===== src/rtl/pulse_stretcher_pkg.sv =====
// Shared types for the pulse stretcher.
//   state_t : controller state (IDLE, HOLD, COOL)
package pulse_stretcher_pkg;

    typedef enum logic [1:0] {
        IDLE = 2'd0,
        HOLD = 2'd1,
        COOL = 2'd2
    } state_t;

endpackage


===== src/rtl/pulse_stretcher_if.sv =====
// Trigger/level bundle between a requester and the pulse stretcher.
//   trig    : trigger request, sampled every cycle
//   len     : hold length in cycles, sampled only when trig is accepted
//   out     : stretched level
//   busy    : stretcher is not idle
//   dropped : one-cycle flag, a trig was rejected on the previous cycle
interface pulse_stretcher_if #(
    parameter int CW = 16
) ();
    logic          trig;
    logic [CW-1:0] len;
    logic          out;
    logic          busy;
    logic          dropped;

    modport master (output trig, output len, input out, input busy, input dropped);
    modport slave  (input trig, input len, output out, output busy, output dropped);
endinterface


===== src/rtl/load_down_counter.sv =====
// Loadable down-counter with an is-one flag.
//   clk, rst_n : clock, asynchronous active-low reset
//   load       : load load_val (has priority over dec)
//   load_val   : value to load
//   dec        : decrement by one; ignored when the count is already zero
//   cnt        : current count
//   is_one     : count equals one (final cycle of a timed phase)
module load_down_counter #(
    parameter int CW = 16
) (
    input  logic          clk,
    input  logic          rst_n,
    input  logic          load,
    input  logic [CW-1:0] load_val,
    input  logic          dec,
    output logic [CW-1:0] cnt,
    output logic          is_one
);

    logic [CW-1:0] r_cnt;

    // Decrement is suppressed at zero so the counter can never wrap.
    always_ff @(posedge clk or negedge rst_n) begin
        if (!rst_n) begin
            r_cnt <= '0;
        end else if (load) begin
            r_cnt <= load_val;
        end else if (dec && (r_cnt != '0)) begin
            r_cnt <= r_cnt - CW'(1);
        end
    end

    assign cnt    = r_cnt;
    assign is_one = (r_cnt == CW'(1));

endmodule


===== src/rtl/pulse_stretcher.sv =====
// Stretches a one-cycle trigger into a high level of programmable length,
// with optional retriggering and an optional post-hold cooldown window.
//   clk, rst_n : clock, asynchronous active-low reset
//   bus        : slave side of pulse_stretcher_if (trig, len in; out, busy, dropped out)
// Parameters: CW counter/len width, RETRIGGER reload on trig during hold,
// COOLDOWN forced-low cycles after each hold (0 = none).
module pulse_stretcher
    import pulse_stretcher_pkg::*;
#(
    parameter int CW        = 16,
    parameter int RETRIGGER = 1,
    parameter int COOLDOWN  = 0
) (
    input  logic              clk,
    input  logic              rst_n,
    pulse_stretcher_if.slave  bus
);

    localparam logic [CW-1:0] COOL_VAL = CW'(COOLDOWN);

    state_t        r_state;
    state_t        w_state_nxt;
    logic          r_dropped;
    logic          w_dropped_nxt;
    logic          w_load;
    logic [CW-1:0] w_load_val;
    logic          w_dec;
    logic [CW-1:0] w_cnt;
    logic          w_is_one;
    logic [CW-1:0] w_len_eff;

    // A zero length still yields a one-cycle hold.
    assign w_len_eff = (bus.len == '0) ? CW'(1) : bus.len;

    load_down_counter #(.CW(CW)) u_cnt (
        .clk      (clk),
        .rst_n    (rst_n),
        .load     (w_load),
        .load_val (w_load_val),
        .dec      (w_dec),
        .cnt      (w_cnt),
        .is_one   (w_is_one)
    );

    always_ff @(posedge clk or negedge rst_n) begin
        if (!rst_n) begin
            r_state   <= IDLE;
            r_dropped <= 1'b0;
        end else begin
            r_state   <= w_state_nxt;
            r_dropped <= w_dropped_nxt;
        end
    end

    always_comb begin
        w_state_nxt   = r_state;
        w_load        = 1'b0;
        w_load_val    = w_len_eff;
        w_dec         = 1'b0;
        w_dropped_nxt = 1'b0;
        case (r_state)
            IDLE: begin
                if (bus.trig) begin
                    w_state_nxt = HOLD;
                    w_load      = 1'b1;
                end
            end
            HOLD: begin
                // Reload wins over expiry, so a trig on the last hold cycle extends it.
                if (bus.trig && (RETRIGGER != 0)) begin
                    w_load = 1'b1;
                end else begin
                    w_dropped_nxt = bus.trig;
                    if (w_is_one) begin
                        if (COOLDOWN > 0) begin
                            w_state_nxt = COOL;
                            w_load      = 1'b1;
                            w_load_val  = COOL_VAL;
                        end else begin
                            w_state_nxt = IDLE;
                            w_dec       = 1'b1;
                        end
                    end else begin
                        w_dec = (w_cnt != '0);
                    end
                end
            end
            COOL: begin
                w_dropped_nxt = bus.trig;
                w_dec         = (w_cnt != '0);
                if (w_is_one) begin
                    w_state_nxt = IDLE;
                end
            end
            default: begin
                w_state_nxt = IDLE;
            end
        endcase
    end

    // Outputs decode registered state only, so they cannot glitch.
    assign bus.out     = (r_state == HOLD);
    assign bus.busy    = (r_state != IDLE);
    assign bus.dropped = r_dropped;

endmodule


===== src/flat_wrapper.sv =====
// flat-port wrapper written by rule: the top's interface ports become plain ports
module pulse_stretcher_flat import pulse_stretcher_pkg::*;
#(
    parameter int CW        = 16,
    parameter int RETRIGGER = 1,
    parameter int COOLDOWN  = 0
)
  (clk, rst_n, bus_trig, bus_len, bus_out, bus_busy, bus_dropped);
  pulse_stretcher_if #(.CW(CW)) bus_i ();
  input  logic clk;
  input  logic rst_n;
  input wire logic [$bits(bus_i.trig)-1:0] bus_trig;
  input wire logic [$bits(bus_i.len)-1:0] bus_len;
  output wire logic [$bits(bus_i.out)-1:0] bus_out;
  output wire logic [$bits(bus_i.busy)-1:0] bus_busy;
  output wire logic [$bits(bus_i.dropped)-1:0] bus_dropped;
  assign bus_i.trig = bus_trig;
  assign bus_i.len = bus_len;
  assign bus_out = bus_i.out;
  assign bus_busy = bus_i.busy;
  assign bus_dropped = bus_i.dropped;
  pulse_stretcher #(.CW(CW), .RETRIGGER(RETRIGGER), .COOLDOWN(COOLDOWN)) u_core (.clk(clk), .rst_n(rst_n), .bus(bus_i));
endmodule

===== config.mk =====
export PLATFORM = sky130hd
export DESIGN_NAME = pulse_stretcher_flat
export DESIGN_NICKNAME = d
export VERILOG_FILES = /design/src/rtl/pulse_stretcher_pkg.sv /design/src/rtl/pulse_stretcher_if.sv /design/src/rtl/load_down_counter.sv /design/src/rtl/pulse_stretcher.sv /design/src/flat_wrapper.sv
export SDC_FILE = /design/constraint.sdc
export NUM_CORES = 1
export LEC_CHECK = 0
export CORE_ASPECT_RATIO = 1.4
export CORE_MARGIN = 2
export CORE_UTILIZATION = 43
export CTS_BUF_LIST = sky130_fd_sc_hd__clkbuf_16
export DETAILED_ROUTE_END_ITERATION = 7
export GPL_ROUTABILITY_DRIVEN = 0
export GPL_TIMING_DRIVEN = 0
export PLACE_DENSITY = 0.68
export SLEW_MARGIN = 20
export SYNTH_ARGS = -nofsm -noshare
export SYNTH_HDL_FRONTEND = slang
export SYNTH_SLANG_ARGS = --single-unit

===== constraint.sdc =====
create_clock -name clk -period 6.9 [get_ports clk]
set_clock_uncertainty 0.2 [all_clocks]
set_input_delay 1.38 -clock clk [delete_from_list [all_inputs] [get_ports clk]]
set_output_delay 1.38 -clock clk [all_outputs]
set_load 0.02 [all_outputs]

==> results.toml <==
[run_status]
status = "finished clean"

[logic_synthesis]
synth-edff-count = 0
synth_nets = 163
yosysWarnings = 0
synthCells = 142
syn_area_per_cell_um2 = 8.33
async_flop_share = 1.00
yosysTopAreaCell = "dfrtp_1"
synth_area_um2 = 1180
seq_area_frac_synth = 0.360
synth_seq_cells = 17
netlist.area_leader.share = 0.360
synthTopCellsByArea = "dfrtp_1, nor4_1, nand2_1"
ys_types = 42
ys.flop_type = "dfrtp_1"

[min_path]
hp-class = "reg -> reg"
hold_start = "u_core.u_cnt.cnt[11]"

[final_layout]
regArea_um2 = 425
syn2layout_area_growth_pct = 27.4
final_cells = 202
final_core_util = 0.576
nFillCells = 246
nNetsFinal = 188
multi_input_area_um2 = 676
drive_gt1_frac = 0.0602
antenna_cells = 0

[pwr]
p_int_mw = 0.217
switching_power_mw = 0.0856
clockPowerShare = 0.382
irDropWorstVdd_mv = 0.127
switching_share = 0.283
seqPwrFrac = 0.401
leakage_nw = 0.580
comb_power_share = 0.217
powerDensity_nw_per_um2 = 201

[critical_path]
critPathMaxFanout = 10
cp_data_required_time_ns = 6.86
critPathKind = "in -> reg"
startpoint = "bus_trig"
crit_path_start_kind = "input pin"
endpoint_kind = "flop"
crit_arrival_ns = 2.99
r2r-start = "u_core.u_cnt.cnt[4]"

[clock_network]
path_clk_slew_ns = 0.05
clock_sinks = 17
hold_buffers = 0
htreeDepth = 1
cts_resized = 0
root_buffer = "clkbuf_16"
cts_buffers = 3
cts_buffer_depth = 2
insertion_delay_ns = 0.25
tritoncts = "done"
cts_setup_buffers = 0

[global_routing]
grt_max_degree = 18
grt_overflow = 0
grt_pass1_vias = 1182
antenna_found_initial = 0
grt_pass1_wl_mm = 5.58
grt_use_total = 0.230

[timing]
worst_pin_slew_ns = 0.818
hold_violations = 0
slew_viol_final = 0
finalCritPeriodShare = 0.439
max_slew_margin = 0.453
rsz0062_at_grt = "false"
setup_violations = 0
fin_setup_tns_ns = 0
clock.fmax_mhz = 330
post-route-min-period_ns = 3.03

[floorplan]
dieWidth_um = 48.3
dieArea_um2 = 3190
start_util = 0.452
die_y_um = 66.0
coreArea_um2 = 2620
num_rows = 22
ioPinCount = 22

[placement]
dp_hpwl_mm = 2.37
portBuffers = 20
place_inst = 198

[routing]
wirelength_mm = 3.26
dr_wl_met3_um = 144
drcViolationCount = 0
drt-wirelength-per-cell_um = 16.1
first_pass_iters = 5
wl_met2_mm = 1.67
first_iter_violations = 57
wl_met1_mm = 1.36
viasPerCell = 6.06
top_layer = "met4"
route.vias.total = 1224
ant_nets = 0

[job]
maxCapViolations = 0
-- registers in the layout, indices dropped and copies added (netlist names) --
register / count
u_core.r_state: 1
u_core.u_cnt.cnt: 16
-- logic make-up (layout without fill, tap and decap cells) --
| logic type | count (synthesis) | in the layout | share of synthesized area |
|---|---|---|---|
| xor+xnor | 2 | 2 | 0.0148 |
| other cells | 1 | 1 | 0.00317 |
| fa+ha+maj | 2 | 2 | 0.0212 |
| buf+inv | 19 | 43 | 0.0688 |
| flops | 17 | 17 | 0.360 |
| compound gates | 33 | 33 | 0.204 |
| mux | 1 | 1 | 0.00847 |
| simple gates | 67 | 67 | 0.320 |
-- area by class of cell --
class / count / share of cell area
sequential: 17 / 0.282
clock inverter: 1 / 0.00249
clock buffer: 3 / 0.0498
buffer: 12 / 0.0365
timing repair buffer: 20 / 0.133
tap: 36 / 0.0299
multi-input combinational: 106 / 0.449
inverter: 7 / 0.0174
-- critical path, cell delays in order --
cell and delay, ns:
clkdlybuf4s50_1 0.54, clkbuf_1 0.41, clkbuf_1 0.44, nand2_1 0.12, o21ai_0 0.10
-- metal layers --
metal | global-route usage | vias up
met4 | 0.111 | 0
met3 | 0.0271 | 8
met1 | 0.277 | 584
met2 | 0.406 | 38
li1 | - | 594
met5 | 0 | -
-- synth_stat cells, types with 2 or more instances --
master,number
dfrtp_1,17
nand2_1,15
nor4_1,10
nor2_1,9
clkbuf_1,8
nand4_1,8
inv_1,7
o21ai_0,7
a21oi_1,6
nand3_1,6
nor3_1,4
a211o_1,3
a311o_1,3
o31a_1,3
or3_1,3
a41oi_1,2
buf_4,2
ha_1,2
nor4b_1,2
nor4bb_1,2
or4_1,2
-- worst paths after layout --
| path | end | depth (start not counted) | slack [ns] |
|---|---|---|---|
| max reg2reg | u_core.u_cnt.cnt[0] | 5 | 4.22 |
| min reg2reg | u_core.u_cnt.cnt[11] | 3 | 0.46 |
| max | u_core.u_cnt.cnt[10] | 5 | 3.87 |
| min in group asynchronous | u_core.u_cnt.cnt[5] | 1 | 1.40 |
| min | u_core.u_cnt.cnt[11] | 3 | 0.46 |
| max in group asynchronous | u_core.u_cnt.cnt[14] | 1 | 4.59 |
-- stage by stage --
step / hold slack [ns] / cell area [um^2] / setup slack [ns] / power [mW]
2_1_floorplan: 0.382 / 1180 / 4.53 / 0.161
3_3_place_gp: 0.446 / 1430 / 3.60 / 0.186
3_5_place_dp: 0.446 / 1430 / 3.60 / 0.188
4_1_cts: 0.455 / 1510 / 3.87 / 0.304
5_1_grt: 0.499 / 1510 / 3.75 / 0.319
6_report: 0.456 / 1510 / 3.87 / 0.303
-- layout by cell type, fill, tap and decap left out, drive strengths merged, types with 3 or more instances in the layout --
| cell | netlist | layout |
|---|---|---|
| a211o | 3 | 3 |
| a21oi | 6 | 6 |
| a311o | 3 | 3 |
| buf | 3 | 3 |
| clkbuf | 9 | 12 |
| clkdlybuf4s50 | 0 | 20 |
| dfrtp | 17 | 17 |
| inv | 7 | 8 |
| nand2 | 15 | 15 |
| nand3 | 6 | 6 |
| nand4 | 8 | 8 |
| nor2 | 9 | 9 |
| nor3 | 4 | 4 |
| nor4 | 10 | 10 |
| o21ai | 7 | 7 |
| o31a | 3 | 3 |
| or3 | 3 | 3 |
| or4 | 3 | 3 |
-- power by group through the flow --
| stage | combinational (mW) | clock, mW | sequential, mW |
|---|---|---|---|
| after detailed placement | 0.0652 | 0 | 0.122 |
| final | 0.0658 | 0.116 | 0.121 |
| after CTS | 0.0655 | 0.118 | 0.121 |
| after global routing | 0.0737 | 0.123 | 0.122 |
| after floorplan | 0.0418 | 0 | 0.120 |
| after global placement | 0.0638 | 0 | 0.122 |
No activity file was read; power rests on OpenSTA's default activity.
